### config.mk
export PLATFORM = sky130hd
export DESIGN_NAME = bist_controller
export DESIGN_NICKNAME = d
export VERILOG_FILES = /design/src/rtl/bist_pkg.sv /design/src/rtl/bist_lfsr.sv /design/src/rtl/bist_controller.sv
export SDC_FILE = /design/constraint.sdc
export NUM_CORES = 1
export LEC_CHECK = 0
export ABC_AREA = 1
export CAP_MARGIN = 30
export CORE_ASPECT_RATIO = 1.5
export CORE_MARGIN = 4
export CORE_UTILIZATION = 25
export DETAILED_ROUTE_END_ITERATION = 16
export HOLD_SLACK_MARGIN = 0.02
export SYNTH_ARGS = -nofsm -noshare
export SYNTH_HDL_FRONTEND = slang
export SYNTH_HIERARCHICAL = 1
export SYNTH_SLANG_ARGS = --single-unit
### constraint.sdc
create_clock -name clk -period 1.78 [get_ports clk]
set_input_delay 0.356 -clock clk [delete_from_list [all_inputs] [get_ports clk]]
set_output_delay 0.356 -clock clk [all_outputs]
set_load 0.01 [all_outputs]
### src/rtl/bist_pkg.sv
// Shared definitions for the LFSR/MISR built-in self-test controller:
// FSM encoding plus LFSR tap masks and MISR polynomials per supported width.
package bist_pkg;

   typedef enum logic [2:0] {
      ST_IDLE    = 3'd0,
      ST_INIT    = 3'd1,
      ST_APPLY   = 3'd2,
      ST_COMPARE = 3'd3,
      ST_DONE    = 3'd4
   } bist_state_t;

   // Tap masks select the bits XORed into bit 0 of the shift-left LFSR.
   localparam logic [15:0] LFSR_TAPS_W8  = 16'h00B8;
   localparam logic [15:0] LFSR_TAPS_W16 = 16'hB400;
   localparam logic [15:0] MISR_POLY_W8  = 16'h001D;
   localparam logic [15:0] MISR_POLY_W16 = 16'h002D;

   function automatic logic [15:0] lfsr_taps(input int width);
      if (width == 16) begin
         return LFSR_TAPS_W16;
      end else begin
         return LFSR_TAPS_W8;
      end
   endfunction

   function automatic logic [15:0] misr_poly(input int width);
      if (width == 16) begin
         return MISR_POLY_W16;
      end else begin
         return MISR_POLY_W8;
      end
   endfunction

endpackage

### src/rtl/bist_lfsr.sv
// Next-state logic of a Fibonacci LFSR (shift left, feedback into bit 0).
// When load_i is set the seed is returned instead; an all-zero seed becomes 1.
module bist_lfsr
   import bist_pkg::*;
#(
   parameter int WIDTH = 8
) (
   input  logic             load_i,
   input  logic [WIDTH-1:0] seed_i,
   input  logic [WIDTH-1:0] state_i,
   output logic [WIDTH-1:0] next_o
);

   localparam logic [WIDTH-1:0] TAPS = WIDTH'(lfsr_taps(WIDTH));

   logic fb_s;

   // Seed load or single LFSR step.
   always_comb begin
      fb_s   = ^(state_i & TAPS);
      next_o = {state_i[WIDTH-2:0], fb_s};
      if (load_i) begin
         if (seed_i == {WIDTH{1'b0}}) begin
            next_o = {{(WIDTH-1){1'b0}}, 1'b1};
         end else begin
            next_o = seed_i;
         end
      end else begin
         next_o = {state_i[WIDTH-2:0], fb_s};
      end
   end

endmodule

### src/rtl/bist_controller.sv
// BIST controller: drives LFSR patterns into a combinational CUT, compacts the
// responses in a Galois MISR and compares the final signature with GOLDEN.
module bist_controller
   import bist_pkg::*;
#(
   parameter int               WIDTH        = 8,
   parameter int               NUM_PATTERNS = 255,
   parameter logic [WIDTH-1:0] SEED         = WIDTH'(8'h01),
   parameter logic [WIDTH-1:0] GOLDEN       = WIDTH'(1'b0)
) (
   input  logic             clk,
   input  logic             rst,
   input  logic             start,
   output logic [WIDTH-1:0] cut_in,
   input  logic [WIDTH-1:0] cut_out,
   output logic             busy,
   output logic             done,
   output logic             pass,
   output logic [WIDTH-1:0] signature
);

   localparam int               CNT_W    = $clog2(NUM_PATTERNS + 1);
   localparam logic [CNT_W-1:0] CNT_LAST = CNT_W'(NUM_PATTERNS - 1);
   localparam logic [WIDTH-1:0] POLY     = WIDTH'(misr_poly(WIDTH));
   localparam logic [WIDTH-1:0] SEED_EFF = (SEED == {WIDTH{1'b0}}) ? WIDTH'(1'b1) : SEED;

   generate
      if (WIDTH != 8 && WIDTH != 16) begin : g_bad_width
         $error("bist_controller supports WIDTH 8 or 16 only");
      end
   endgenerate

   bist_state_t      state_q, state_d;
   logic [WIDTH-1:0] lfsr_q, lfsr_d, lfsr_next_s;
   logic [WIDTH-1:0] misr_q, misr_d;
   logic [CNT_W-1:0] cnt_q, cnt_d;
   logic             pass_q, pass_d;
   logic [WIDTH-1:0] cut_in_q, cut_in_d;
   logic             busy_q, busy_d;
   logic             done_q, done_d;
   logic             lfsr_load_s;

   assign lfsr_load_s = (state_q == ST_INIT);

   bist_lfsr #(
      .WIDTH (WIDTH)
   ) u_lfsr (
      .load_i  (lfsr_load_s),
      .seed_i  (SEED),
      .state_i (lfsr_q),
      .next_o  (lfsr_next_s)
   );

   // FSM next state, datapath next values and registered-output decode.
   always_comb begin
      state_d = state_q;
      lfsr_d  = lfsr_q;
      misr_d  = misr_q;
      cnt_d   = cnt_q;
      pass_d  = pass_q;
      case (state_q)
         ST_IDLE: begin
            if (start) begin
               state_d = ST_INIT;
            end else begin
               state_d = ST_IDLE;
            end
         end
         ST_INIT: begin
            lfsr_d  = lfsr_next_s;
            misr_d  = {WIDTH{1'b0}};
            cnt_d   = {CNT_W{1'b0}};
            pass_d  = 1'b0;
            state_d = ST_APPLY;
         end
         ST_APPLY: begin
            lfsr_d = lfsr_next_s;
            misr_d = {misr_q[WIDTH-2:0], 1'b0}
                     ^ (misr_q[WIDTH-1] ? POLY : {WIDTH{1'b0}})
                     ^ cut_out;
            cnt_d  = cnt_q + CNT_W'(1);
            if (cnt_q == CNT_LAST) begin
               state_d = ST_COMPARE;
            end else begin
               state_d = ST_APPLY;
            end
         end
         ST_COMPARE: begin
            pass_d  = (misr_q == GOLDEN);
            state_d = ST_DONE;
         end
         ST_DONE: begin
            if (start) begin
               state_d = ST_INIT;
            end else begin
               state_d = ST_DONE;
            end
         end
         default: begin
            state_d = ST_IDLE;
         end
      endcase

      // Outputs are registered, so decode them from the upcoming state.
      busy_d   = (state_d == ST_INIT) || (state_d == ST_APPLY) || (state_d == ST_COMPARE);
      done_d   = (state_d == ST_DONE);
      if (state_d == ST_APPLY) begin
         cut_in_d = lfsr_d;
      end else begin
         cut_in_d = {WIDTH{1'b0}};
      end
   end

   // State and output registers with synchronous reset.
   always_ff @(posedge clk) begin
      if (rst) begin
         state_q  <= ST_IDLE;
         lfsr_q   <= SEED_EFF;
         misr_q   <= {WIDTH{1'b0}};
         cnt_q    <= {CNT_W{1'b0}};
         pass_q   <= 1'b0;
         cut_in_q <= {WIDTH{1'b0}};
         busy_q   <= 1'b0;
         done_q   <= 1'b0;
      end else begin
         state_q  <= state_d;
         lfsr_q   <= lfsr_d;
         misr_q   <= misr_d;
         cnt_q    <= cnt_d;
         pass_q   <= pass_d;
         cut_in_q <= cut_in_d;
         busy_q   <= busy_d;
         done_q   <= done_d;
      end
   end

   assign cut_in    = cut_in_q;
   assign busy      = busy_q;
   assign done      = done_q;
   assign pass      = pass_q;
   assign signature = misr_q;

endmodule

; Word level (Yosys, flattened, before mapping)
; Cells that the tools add are included.
[word_totals]
elab_cells = 40
reg_bits = 38
output_inout_bits = 19
inputBits = 11
[op_classes]
n_mux = 10
n_eq_ne = 9
add_sub_neg = 1
n_bitwise = 3
reduce_logical = 9
[op_table]
columns = cell, n
row1 = $pmux W8 S2, 2
row2 = $mux W8, 2
row3 = $pmux W3 S5, 1
row4 = $eq A3 B2 Y1 const B, 4
row5 = $add A8 B1 Y8 const B, 1
row6 = $eq A8 B8 Y1 const B, 1
row7 = $logic_not A8 Y1, 1
row8 = $reduce_xor A8 Y1, 1
row9 = $xor A8 B5 Y8, 1
row10 = $xor A8 B8 Y8, 1
row11 = $eq A3 B1 Y1 const B, 2
row12 = $eq A3 B3 Y1 const B, 2
row13 = $mux W5, 1
row14 = $reduce_bool A2 Y1, 2
row15 = $reduce_or A2 Y1, 2
row16 = $logic_not A3 Y1, 1
row17 = $mux W3, 1
row18 = $logic_or A1 B1 Y1, 2
row19 = $mux W1, 2
row20 = $pmux W1 S2, 1
row21 = $not A1 Y1, 1

; Logic depth before layout (Yosys ltp)
[logic_depth]
depth_word = 6
mapped_depth = 11
ltp_nobuf = 11

; By module
; Netlist, hierarchy kept.
[by_module_without_submodules]
columns = mod, cells_each, area_each_um2, seq_area_each_um2, n_inst
row1 = bist_controller, 226, 1677.9, 760.7, 1
row2 = bist_lfsr, 45, 181.4, 0.0, 1

; Worst setup path before layout
; No wires, ideal clock.
[synth_timing]
path_type = flip-flop to flip-flop
startpoint = register state_q[2]
endpoint = register cut_in_q[5] (netlist: cut_in[5])
path_slack_ns = 0.550
t_arrival_ns = 1.163
stages_incl_launch_ff = 10
setup_ns = 0.066
synth_period_minus_slack_ns = 1.230
path_cell_list = dfxtp_1 > inv_2 > nand3_4 > inv_1 > buf_4 > o21ai_0 > inv_1 > nand2_1 > o21ai_2 > nor2_1
[synth_via]
elab_cells_between_ends = 12
cone_classes = eq/ne (5) / mux (3) / bitwise (1) / reduce/logical (3)
[synth_rtl]
columns = item, line
row1 = "start, declared", bist_controller.sv:33  ; bist_state_t state_q, state_d;
row2 = "start signal, assigned", bist_controller.sv:126  ; state_q <= state_d;
row3 = $eq A3 B1 Y1, bist_controller.sv:43  ; assign lfsr_load_s = (state_q == ST_INIT);
row4 = named net lfsr_load_s, bist_controller.sv:41  ; logic lfsr_load_s;
row5 = $mux W8, bist_lfsr.sv:22  ; if (load_i) begin
row6 = named net lfsr_next_s[5], bist_controller.sv:34  ; logic [WIDTH-1:0] lfsr_q, lfsr_d, lfsr_next_s;
row7 = $mux W8, bist_controller.sv:61  ; case (state_q)
row8 = "end signal, assigned", bist_controller.sv:122  ; cut_in_q <= {WIDTH{1'b0}};
row9 = "end signal, assigned", bist_controller.sv:131  ; cut_in_q <= cut_in_d;
row10 = "end, declared", bist_controller.sv:38  ; logic [WIDTH-1:0] cut_in_q, cut_in_d;
; The timed path passes the listed nets, and every way through them passes these cells.
; A chain may end at the register's enable or synchronous reset.

; Final worst setup path
[layout_timing]
startpoint = register misr_q[1] (netlist: signature[1])
endpoint = output port signature[1]
[layout_rtl]
columns = item, line
row1 = "start, declared", bist_controller.sv:35  ; logic [WIDTH-1:0] misr_q, misr_d;
row2 = "start signal, assigned", bist_controller.sv:119  ; misr_q <= {WIDTH{1'b0}};
row3 = "start signal, assigned", bist_controller.sv:128  ; misr_q <= misr_d;
row4 = "end, declared", bist_controller.sv:19  ; output logic [WIDTH-1:0] signature
; No word-level cell between the ends.

==> results.tsv <==
metric	value	unit
drcViolationCount	0	
coreArea	7230	um^2
drive_above_1_share	10.6	%
via_count	1736	
fin_crit_sh	93.0	%
final_cell_mix	85 x nand2_1, 42 x nor2_1, 38 x dfxtp_1	
drtPass1Iterations	4	
area_growth	32.2	%
syn_avg_cell_area	6.86	um^2
gr-total-overflow	0	
timing.fmax	604	MHz
routedWlPerCell	9.62	um
crit_path_start_kind	flop	
synth_edf_count	0	
first_global_vias	1707	
outcome	finished clean	
ys_seq_area_share	40.9	%
worst_path_largest_cell_delay	0.58	ns
row_count	38	
drt_iter0_drc	55	
power_density	888	nW/um^2
clk_latency	0.30	ns
finalHoldViolCount	0	
multi_input_area	978	um^2
cp_top_family	buffers and inverters	
postRouteAntennaNets	0	
die_area	8910	um^2
post_cts_resized	0	
holdBufCountCts	0	
wl	4.05	mm
crit_buf_inv	1	
ys_types	28	
grt_max_degree	19	
cts.sinks	38	
rsz0062_at_grt	no	
layout_commonest_cell	nand2_1	
viasPerCell	4.12	
path_clk_slew	0.08	ns
path_class	flop to output port	
fin_skew	0.0120	ns
htree_levels	2	
fillers	824	
die_w	78.4	um
post-cts-setup-buffer-count	0	
diodes	0	
syn_area	1860	um^2
cts-root-buf	clkbuf_8	
post-route-min-period	1.66	ns
antenna_found_initial	0	
grt_usage	10.2	%
nNetsFinal	333	
crit_path_end_kind	output port	
maxCapViolations	0	
cp_max_fo	5	
io_buffers	29	
fin_area	2460	um^2
ios	30	
netlist_instances	271	
hpwlAfterDp	2.97	mm
seq_area	761	um^2
ys_warn_count	6	
finalSetupViolCount	0	
holdWs	0.496	ns
synth_ff_type	dfxtp_1	
fin_setup_tns	0	ns
dpl-instance-area	2320	um^2
critical_path.cell_chain	clkdlybuf4s50_1	
arrival	1.30	ns
timing.critical_path.slowest_stage_cell	clkdlybuf4s50_1	
cts_tree	yes	
required	1.42	ns
synthArstFlopShare	0	%
peakVddDrop	417	uV
globalplace.congestion	0.756	
p_leak	0.00105	uW
grt_pass1_wl	7.32	mm
slew_viol_final	0	
start_util	25.7	%
dieHeight	114	um
ys_ff_latch	38	
cts.path.max_buffers	2	
holdCritPathClass	flop to flop	
numCtsBuffers	5	
## per-layer routing
metal / vias to the layer above / routed length [um] / track usage, %
li1: 915 / - / -
met5: - / 0 / 0
met3: 4 / 155 / 2.37
met2: 28 / 2110 / 18.5
met1: 789 / 1710 / 11.0
met4: 0 / 79 / 5.02
## registers in the layout, indices dropped and copies added (netlist names)
name / count
lfsr_q: 8
done: 1
pass: 1
state_q: 3
cnt_q: 8
cut_in: 8
busy: 1
signature: 8
## cell type report
type | count | share of cell area (%)
inverter | 36 | 5.50
clock buffer | 5 | 2.80
timing repair buffer | 33 | 13.0
clock inverter | 3 | 2.80
sequential | 38 | 31.0
tap | 100 | 5.09
multi-input combinational | 206 | 39.8
## synthesized netlist by cell type (2+ instances only)
cell type / count / area share, %
xor2_1: 5 / 2.4
nand2_1: 85 / 17
clkbuf_1: 2 / 0.40
a21oi_1: 13 / 3.5
buf_6: 2 / 1.2
nor2_1: 42 / 8.5
nand2_4: 2 / 1.2
o21ai_0: 6 / 1.6
conb_1: 2 / 0.40
dfxtp_1: 38 / 41
nand3_1: 14 / 3.8
inv_1: 30 / 6.1
ha_1: 2 / 1.3
nand3_2: 2 / 1.1
nand3_4: 2 / 1.9
o21ai_2: 8 / 3.8
inv_2: 5 / 1.0
## metrics by stage
| step | utilization [%] | worst slack (ns) | power [uW] | instances |
|---|---|---|---|---|
| 3_3_place_gp | 32.1 | 0.310 | 1310 | 413 |
| 6_report | 34.0 | 0.125 | 2180 | 421 |
| 2_1_floorplan | - | 0.550 | 1210 | 285 |
| 4_1_cts | 34.0 | 0.103 | 2220 | 421 |
| 5_1_grt | 34.0 | 0.0705 | 2310 | 421 |
| 3_5_place_dp | 32.1 | 0.270 | 1320 | 413 |
## kinds of logic after synthesis
logic type / synth area share, %
DFF: 40.9
xor gates and xnor gates: 2.36
buffers and inverters: 9.29
AOI/OAI and AO/OA: 10.8
and+or+nand+nor: 34.9
adders and majority gates: 1.35
other: 0.404
## power breakdown
group | internal [uW] | leakage [uW] | switching, uW
Sequential | 896 | 0.000309 | 37.2
Clock | 562 | 0.0000683 | 326
Combinational | 151 | 0.000674 | 211
Total | 1610 | 0.00105 | 574
## path summary, 6_finish.rpt
| kind | slack, ns | endpoint | cells past startpoint | startpoint |
|---|---|---|---|---|
| max | 0.12 | signature[1] | 1 | signature[1] |
| min | 0.50 | pass | 2 | pass |
| max reg2reg | 0.34 | cut_in[6] | 9 | state_q[2] |
| min reg2reg | 0.50 | pass | 2 | pass |
Note: power is estimated with default switching activity, not from simulation.
